$ cat src/rtl/i2s_tdm_rx.sv
// i2s_tdm_rx: multi-slot I2S / left-justified serial-audio receiver delivering
// {channel, sample} words through a small valid/ready FIFO.
module i2s_tdm_rx #(
   parameter int  NUM_CH     = 2,
   parameter int  SLOT_BITS  = 32,
   parameter int  DATA_BITS  = 24,
   parameter int  DELAY      = 1,
   parameter int  FIFO_DEPTH = 4,
   localparam int CH_W       = (NUM_CH > 2) ? $clog2(NUM_CH) : 1
) (
   input  logic                 clk,
   input  logic                 rst,
   input  logic                 bclk_falling,
   input  logic                 lrclk,
   input  logic                 sdata,
   output logic [DATA_BITS-1:0] out_data,
   output logic [CH_W-1:0]      out_ch,
   output logic                 out_last,
   output logic                 out_valid,
   input  logic                 out_ready,
   output logic                 locked,
   output logic                 frame_err,
   output logic                 overrun
);
   localparam int OFF_W  = $clog2(SLOT_BITS);
   localparam int SLOT_W = $clog2(NUM_CH + 1);
   localparam int AW     = $clog2(FIFO_DEPTH);
   localparam int W      = CH_W + DATA_BITS;
   localparam logic [OFF_W-1:0]  OFF_FIRST = OFF_W'(DELAY);
   localparam logic [OFF_W-1:0]  REL_LAST  = OFF_W'(DATA_BITS - 1);
   localparam logic [OFF_W-1:0]  OFF_END   = OFF_W'(SLOT_BITS - 1);
   localparam logic [SLOT_W-1:0] SLOT_END  = SLOT_W'(NUM_CH);
   localparam logic [CH_W-1:0]   CH_LAST   = CH_W'(NUM_CH - 1);
   localparam logic [AW:0]       CNT_FULL  = (AW+1)'(FIFO_DEPTH);

   typedef enum logic [1:0] {S_UNSYNC, S_CAPTURE, S_WAIT} state_t;

   state_t               r_state, w_state_nxt;
   logic                 r_prev_lr;
   logic [OFF_W-1:0]     r_off;
   logic [SLOT_W-1:0]    r_slot;
   logic [DATA_BITS-2:0] r_shift;
   logic                 r_locked;
   logic                 r_frame_err;
   logic                 r_push;
   logic [W-1:0]         r_push_word;
   logic [W-1:0]         r_mem [FIFO_DEPTH];
   logic [AW-1:0]        r_wptr, r_rptr;
   logic [AW:0]          r_count;
   logic                 r_overrun;

   logic                 w_edge, w_run, w_in_data, w_done, w_wrap, w_ferr;
   logic [OFF_W-1:0]     w_off, w_rel, w_off_nxt;
   logic [SLOT_W-1:0]    w_slot, w_slot_nxt;
   logic [DATA_BITS-1:0] w_shift_nxt;
   logic                 w_valid, w_pop, w_full, w_wr;
   logic [W-1:0]         w_head;

   // A frame edge forces the current bit to position 0, whatever was counted before.
   assign w_edge      = bclk_falling && !lrclk && r_prev_lr;
   assign w_run       = w_edge || (bclk_falling && r_state == S_CAPTURE);
   assign w_off       = w_edge ? '0 : r_off;
   assign w_slot      = w_edge ? '0 : r_slot;
   assign w_rel       = w_off - OFF_FIRST;
   assign w_in_data   = w_rel <= REL_LAST;
   assign w_done      = w_run && w_rel == REL_LAST;
   assign w_wrap      = w_off == OFF_END;
   assign w_off_nxt   = w_wrap ? '0 : w_off + OFF_W'(1);
   assign w_slot_nxt  = w_wrap ? w_slot + SLOT_W'(1) : w_slot;
   assign w_shift_nxt = {r_shift, sdata};
   assign w_ferr      = w_edge && r_state == S_CAPTURE;

   always_ff @(posedge clk) begin
      if (rst) r_state <= S_UNSYNC;
      else     r_state <= w_state_nxt;
   end

   always_comb begin
      w_state_nxt = r_state;
      if (w_run) w_state_nxt = (w_slot_nxt == SLOT_END) ? S_WAIT : S_CAPTURE;
   end

   always_ff @(posedge clk) begin
      if (rst) begin
         r_prev_lr   <= 1'b1;
         r_off       <= '0;
         r_slot      <= '0;
         r_shift     <= '0;
         r_locked    <= 1'b0;
         r_frame_err <= 1'b0;
         r_push      <= 1'b0;
         r_push_word <= '0;
      end else begin
         r_frame_err <= w_ferr;
         r_push      <= w_done;
         if (bclk_falling) r_prev_lr <= lrclk;
         if (w_edge) r_locked <= 1'b1;
         if (w_run) begin
            r_off  <= w_off_nxt;
            r_slot <= w_slot_nxt;
         end
         if (w_run && w_in_data) r_shift <= w_shift_nxt[DATA_BITS-2:0];
         if (w_done) r_push_word <= {w_slot[CH_W-1:0], w_shift_nxt};
      end
   end

   // When full, a simultaneous pop frees the head slot that the write pointer lands on.
   assign w_valid = r_count != '0;
   assign w_pop   = w_valid && out_ready;
   assign w_full  = r_count == CNT_FULL;
   assign w_wr    = r_push && (!w_full || w_pop);
   assign w_head  = r_mem[r_rptr];

   always_ff @(posedge clk) begin
      if (rst) begin
         r_wptr    <= '0;
         r_rptr    <= '0;
         r_count   <= '0;
         r_overrun <= 1'b0;
      end else begin
         if (w_wr) r_wptr <= r_wptr + AW'(1);
         if (w_pop) r_rptr <= r_rptr + AW'(1);
         r_count <= r_count + (AW+1)'(w_wr) - (AW+1)'(w_pop);
         if (r_push && w_full && !w_pop) r_overrun <= 1'b1;
      end
   end

   always_ff @(posedge clk) begin
      if (w_wr) r_mem[r_wptr] <= r_push_word;
   end

   assign out_valid = w_valid;
   assign out_data  = w_valid ? w_head[DATA_BITS-1:0] : '0;
   assign out_ch    = w_valid ? w_head[W-1:DATA_BITS] : '0;
   assign out_last  = w_valid && w_head[W-1:DATA_BITS] == CH_LAST;
   assign locked    = r_locked;
   assign frame_err = r_frame_err;
   assign overrun   = r_overrun;
endmodule
$ cat config.mk
export PLATFORM = sky130hd
export DESIGN_NAME = i2s_tdm_rx
export DESIGN_NICKNAME = d
export VERILOG_FILES = /design/src/rtl/i2s_tdm_rx.sv
export SDC_FILE = /design/constraint.sdc
export NUM_CORES = 1
export LEC_CHECK = 0
export ABC_AREA = 1
export CAP_MARGIN = 20
export CORE_UTILIZATION = 45
export DETAILED_ROUTE_END_ITERATION = 12
export GPL_TIMING_DRIVEN = 0
export PLACE_DENSITY = 0.62
export SYNTH_ARGS = -nofsm -noshare
export SYNTH_HDL_FRONTEND = slang
export SYNTH_SLANG_ARGS = --single-unit
$ cat constraint.sdc
create_clock -name clk -period 2.8 [get_ports clk]
set_clock_uncertainty 0.2 [all_clocks]
set_input_delay 0.28 -clock clk [delete_from_list [all_inputs] [get_ports clk]]
set_output_delay 0.28 -clock clk [all_outputs]
set_load 0.005 [all_outputs]
=== Word-level counts from Yosys, hierarchy flattened ===
Memories as Yosys holds them, arrays and structs flattened. A register that Yosys moved wholly into a read port is not among the register bits.
Index checks and enable logic that the tools add are counted.

* Memories: 1
* Register bits after elaboration: 69
* Input port bits: 6
* RAM bits: 100
* Logic and storage cells: 55

{| class="wikitable"
|+ Memories
! name !! depth !! bits a word !! rd ports !! clocked after Yosys merged registers in !! wr ports !! RTL line !! source
|-
| r_mem || 4 || 25 || 1 || 1 || 1 || 47 || <nowiki>logic [W-1:0] r_mem [FIFO_DEPTH];</nowiki>
|}

* Multiplexer cells: 11
* Order comparisons: 1
* Reduce and logical (&&, ||, !) cells: 17
* Add/sub/neg operators: 7
* Equality and inequality tests: 5

{| class="wikitable"
|+ Operator list
! cell !! number
|-
| two-way mux 24 bit || 1
|-
| logical AND 1 bit || 11
|-
| equality test 5 bit, second input constant || 2
|-
| two-way mux 2 bit || 5
|-
| two-way mux 5 bit || 2
|-
| adder 2 x 1 -> 2 bit, second input constant || 3
|-
| adder 5 x 1 -> 5 bit, second input constant || 1
|-
| <= comparator 5 bit, second input constant || 1
|-
| subtractor 5 x 1 -> 5 bit, second input constant || 1
|-
| adder 3 x 1 -> 3 bit || 1
|-
| equality test 3 bit, second input constant || 1
|-
| zero test 1 bit || 3
|-
| two-way mux 1 bit || 3
|-
| nonzero test 3 bit || 1
|-
| subtractor 3 x 1 -> 3 bit || 1
|-
| equality test 2 x 1 -> 1 bit, second input constant || 1
|-
| equality test 2 bit, second input constant || 1
|-
| logical OR 1 bit || 2
|}

=== Depth between registers and ports, before layout ===
* Depth in word-level cells: 8
* Mapped depth: 13
* Gate-level depth less buffers: 12

=== Worst setup path after synthesis ===
No wires, ideal clock.

* Path kind: flip-flop to flip-flop
* Start: register r_count[1]
* End: memory r_mem[0][0] (netlist name) (enable)
* Stages on the path, launching flop included: 5
* Path slack: 0.513 ns
* Required time: 2.193 ns
* Arrival time: 1.681 ns
* Setup time: 0.407 ns
* Clock period less this slack: 2.287 ns
* Path buffers: 0
* Cell sequence: dfxtp_1 -> inv_1 -> nand2_1 -> o31ai_2 -> nor2_1

* Longest elaborated chain between the ends: 6

{| class="wikitable"
|+ RTL lines
! what !! RTL line !! source
|-
| start, declared || 49 || <nowiki>logic [AW:0] r_count;</nowiki>
|-
| start signal, assigned || 123 || <nowiki>r_count <= r_count + (AW+1)'(w_wr) - (AW+1)'(w_pop);</nowiki>
|-
| equality test 3 bit or nonzero test 3 bit (tied branches) || 110, 108 ||
|-
| zero test 1 bit or logical AND 1 bit (tied branches) || 111, 109 ||
|-
| logical OR 1 bit (*) || 111 || <nowiki>assign w_wr = r_push && (!w_full || w_pop);</nowiki>
|-
| logical AND 1 bit (*) || 111 ||
|-
| two-way mux 1 bit (*) || 129 || <nowiki>if (w_wr) r_mem[r_wptr] <= r_push_word;</nowiki>
|-
| two-way mux 1 bit (not written as such) (*) || 129 ||
|-
| end, declared || 47 ||
|}

Every way passes the cells marked *; elsewhere a longest branch is shown, timed or not.

==> impl_results.md <==
- HP Class: register to register
- Vias post-DR: 4,900
- TritonCTS clock tree: built
- Site Rows: 44
- Layout cells sized above 1: under 10%
- Top cells by area, synth: edfxtp_1, dfxtp_1, nor2_1
- Post-placement worst setup slack: -0.304 ns
- Antenna viol nets, final: 0
- Initial core utilization: 46.8%
- CP max FO: 10
- Post-Syn Area: 6900 µm²
- Most frequent cells after synthesis: nor2_1, edfxtp_1, dfxtp_1, a21oi_1, nand2_1
- Worst Path Required: ~2.3 ns
- Largest net degree at the start of global routing: 26
- Syn-to-layout area delta: 19.0%
- Most common cell on crit path: nor2_1
- Overflow after GRT: 0
- CP Capture Type: output pin
- Final Critical Period: 2.66 ns
- Post-synth top area share: a little over two fifths
- CTS Root Cell: clkbuf_16
- Final hold vios: 0
- Outcome: completed
- Slew headroom: 41.6%
- Synth cell types: 29
- Worst-Skew Late Latency: 0.43 ns
- Post-synthesis sequential area ratio: 64.1%
- Post-route worst setup slack: 0.140 ns
- Ys async rst share: 0%
- Number of I/O port buffers: 35
- Vias in the first global route: about 4,800
- Gr usage total: around 20%
- Setup violators final: 0
- CP arrival: 2.18 ns
- Post-synth EDFFs: 100
- GPL Wtd Cong: 0.817
- Maximum vdd drop: 0.439 mV
- Max-slew violation count: 0
- Clock transition at the registers of the reported paths: 0.06 ns
- Post-route cell area: 8210 µm²
- Top-count cell post-synth: nor2_1
- Total CTS buffers: 17
- Syn_area_per_cell: 9.67 µm²
- DRC: 0
- Crit-path max cell delay: 0.55 ns
- Final TNS setup: 0 ns
- Most used DFF post-synth: edfxtp_1
- Number of synthesized register bits: 171
- Post-synth top area cell: edfxtp_1
- Area post-placement: 7510 µm²
- Post-layout nets: 780
- Yosys warns: 0
- P_leak: 3.05 nW
- Routed WL: about 15,000 µm
- Period utilization: 95.0%
- Maximum root-to-sink buffer count: 2
- Setup CP Type: register to output pin
- Initial antenna violation count: 0
- # fillers: 1,266
- First-pass GRT wire length: 24,200 µm
- Dpl hpwl: between 9000 and 10,000 µm
- Type of origin of the critical path: register
- Max Fclk: 376 MHz
- Antenna diode count: 0
- Crit-path cells: buf_2, nor2_1, nor2_1, o21ai_0, a21oi_1, clkdlybuf4s50_1
- Full die area: 15,800 µm²
- Post-synthesis cell count: about 710
- WL/cell: 15.3 µm
- PwrDens: 857 nW/µm²
- Core ar.: 14,800 µm²
- Ports: 36
- Least-Margin Pin Slew: roughly 0.9 ns
- Die H: 126 µm
- Max-cap violations: 0
- Die X: 126 µm
- First-pass iteration count of the detailed router: 5
- Post-Syn Nets: 728
- First DRT Iteration DRCs: 361
- Clk sinks: 171
- CP max stage cell: clkdlybuf4s50_1
- CTS H-tree depth: 4
- DR vias/cell: about 5.1
- RSZ-0062 raised after global routing: true
-- flip-flops by register name, indices dropped and copies added, names as in the netlist, named ones only --
| register | count |
|---|---|
| r_prev_lr | 1 |
| r_state | 2 |
| r_off | 5 |
| r_rptr | 2 |
| r_push | 1 |
| overrun | 1 |
| r_count | 3 |
| frame_err | 1 |
| r_mem | 100 |
| r_slot | 2 |
| r_wptr | 2 |
| locked | 1 |
| r_push_word | 25 |
| r_shift | 23 |
-- through the flow --
stage	util, %	hold slack [ns]	total power [W]	instances
after global placement	50.7	0.241	0.00447	932
after global routing	55.6	0.283	0.00736	962
after floorplan	-	0.157	0.00374	713
final	55.6	0.251	0.00704	962
after CTS	55.6	0.247	0.00708	963
after detailed placement	50.9	0.238	0.00450	932
-- layout by cell type (no fill, tap or decap), types with 8 or more instances in the layout --
cell | synthesis | layout
ha_1 | 8 | 8
clkbuf_16 | 0 | 19
clkdlybuf4s50_1 | 0 | 35
nand2_1 | 55 | 55
o21ai_0 | 51 | 51
o21ai_1 | 36 | 36
inv_1 | 46 | 46
a21oi_1 | 62 | 62
clkbuf_1 | 27 | 13
nand3_1 | 29 | 29
nor2_1 | 191 | 187
dfxtp_1 | 71 | 70
edfxtp_1 | 100 | 100
-- final cells by class --
cell class                 count  area [µm²]  area share [%]
buffer                        38         211            2.58
clock buffer                  22         517            6.30
clock inverter                10         146            1.78
inverter                      51         195            2.38
multi-input combinational    451        2130            25.9
sequential                   171        4430            53.9
tap                          184         230            2.80
timing repair buffer          35         350            4.27
-- metal layers --
layer	vias to the layer above	wire length, µm	part of all wire (%)	track usage, %
met5	-	0	0	0
met4	0	229	1.6	7.09
met3	18	588	4.0	4.25
met2	103	7180	49	33.4
met1	2289	6710	46	25.5
li1	2490	-	-	-
-- power breakdown --
group          switching [W]  internal, W
Sequential         0.0000960      0.00276
Combinational       0.000901     0.000718
Clock               0.000969      0.00159
Total                0.00197      0.00507
-- critical path: cells and delay by family, from the launching register on --
kind	cells	cell delay [ns]
buffers and inverters	2	0.85
flip-flops	1	0.43
AND/OR/NAND/NOR	2	0.16
AO/OA/AOI/OAI	2	0.31
-- timing repair --
action,CTS,global route
endpoints found under the setup margin,26,26
hold buffers,0,0
setup buffers,0,0
resized for setup,20,8
-- kinds of logic after synthesis --
kind of cell / after synthesis / synth area share (%)
AO/OA/AOI/OAI: 151 / 11.1
flip-flops: 171 / 64.1
XOR/XNOR: 1 / 0.127
adder cells (fa/ha/maj): 9 / 1.74
buffers and inverters: 91 / 5.55
AND/OR/NAND/NOR: 290 / 17.3
-- path summary, 6_finish.rpt --
check              from      endpoint  slack [ns]  cells after the start
min          r_state[1]     frame_err        0.25                      1
max reg2reg  r_count[1]    r_count[1]        0.32                      9
max            register  out_data[13]        0.14                      6
min reg2reg  r_state[1]     frame_err        0.25                      1
(Power assumes the default switching activity.)
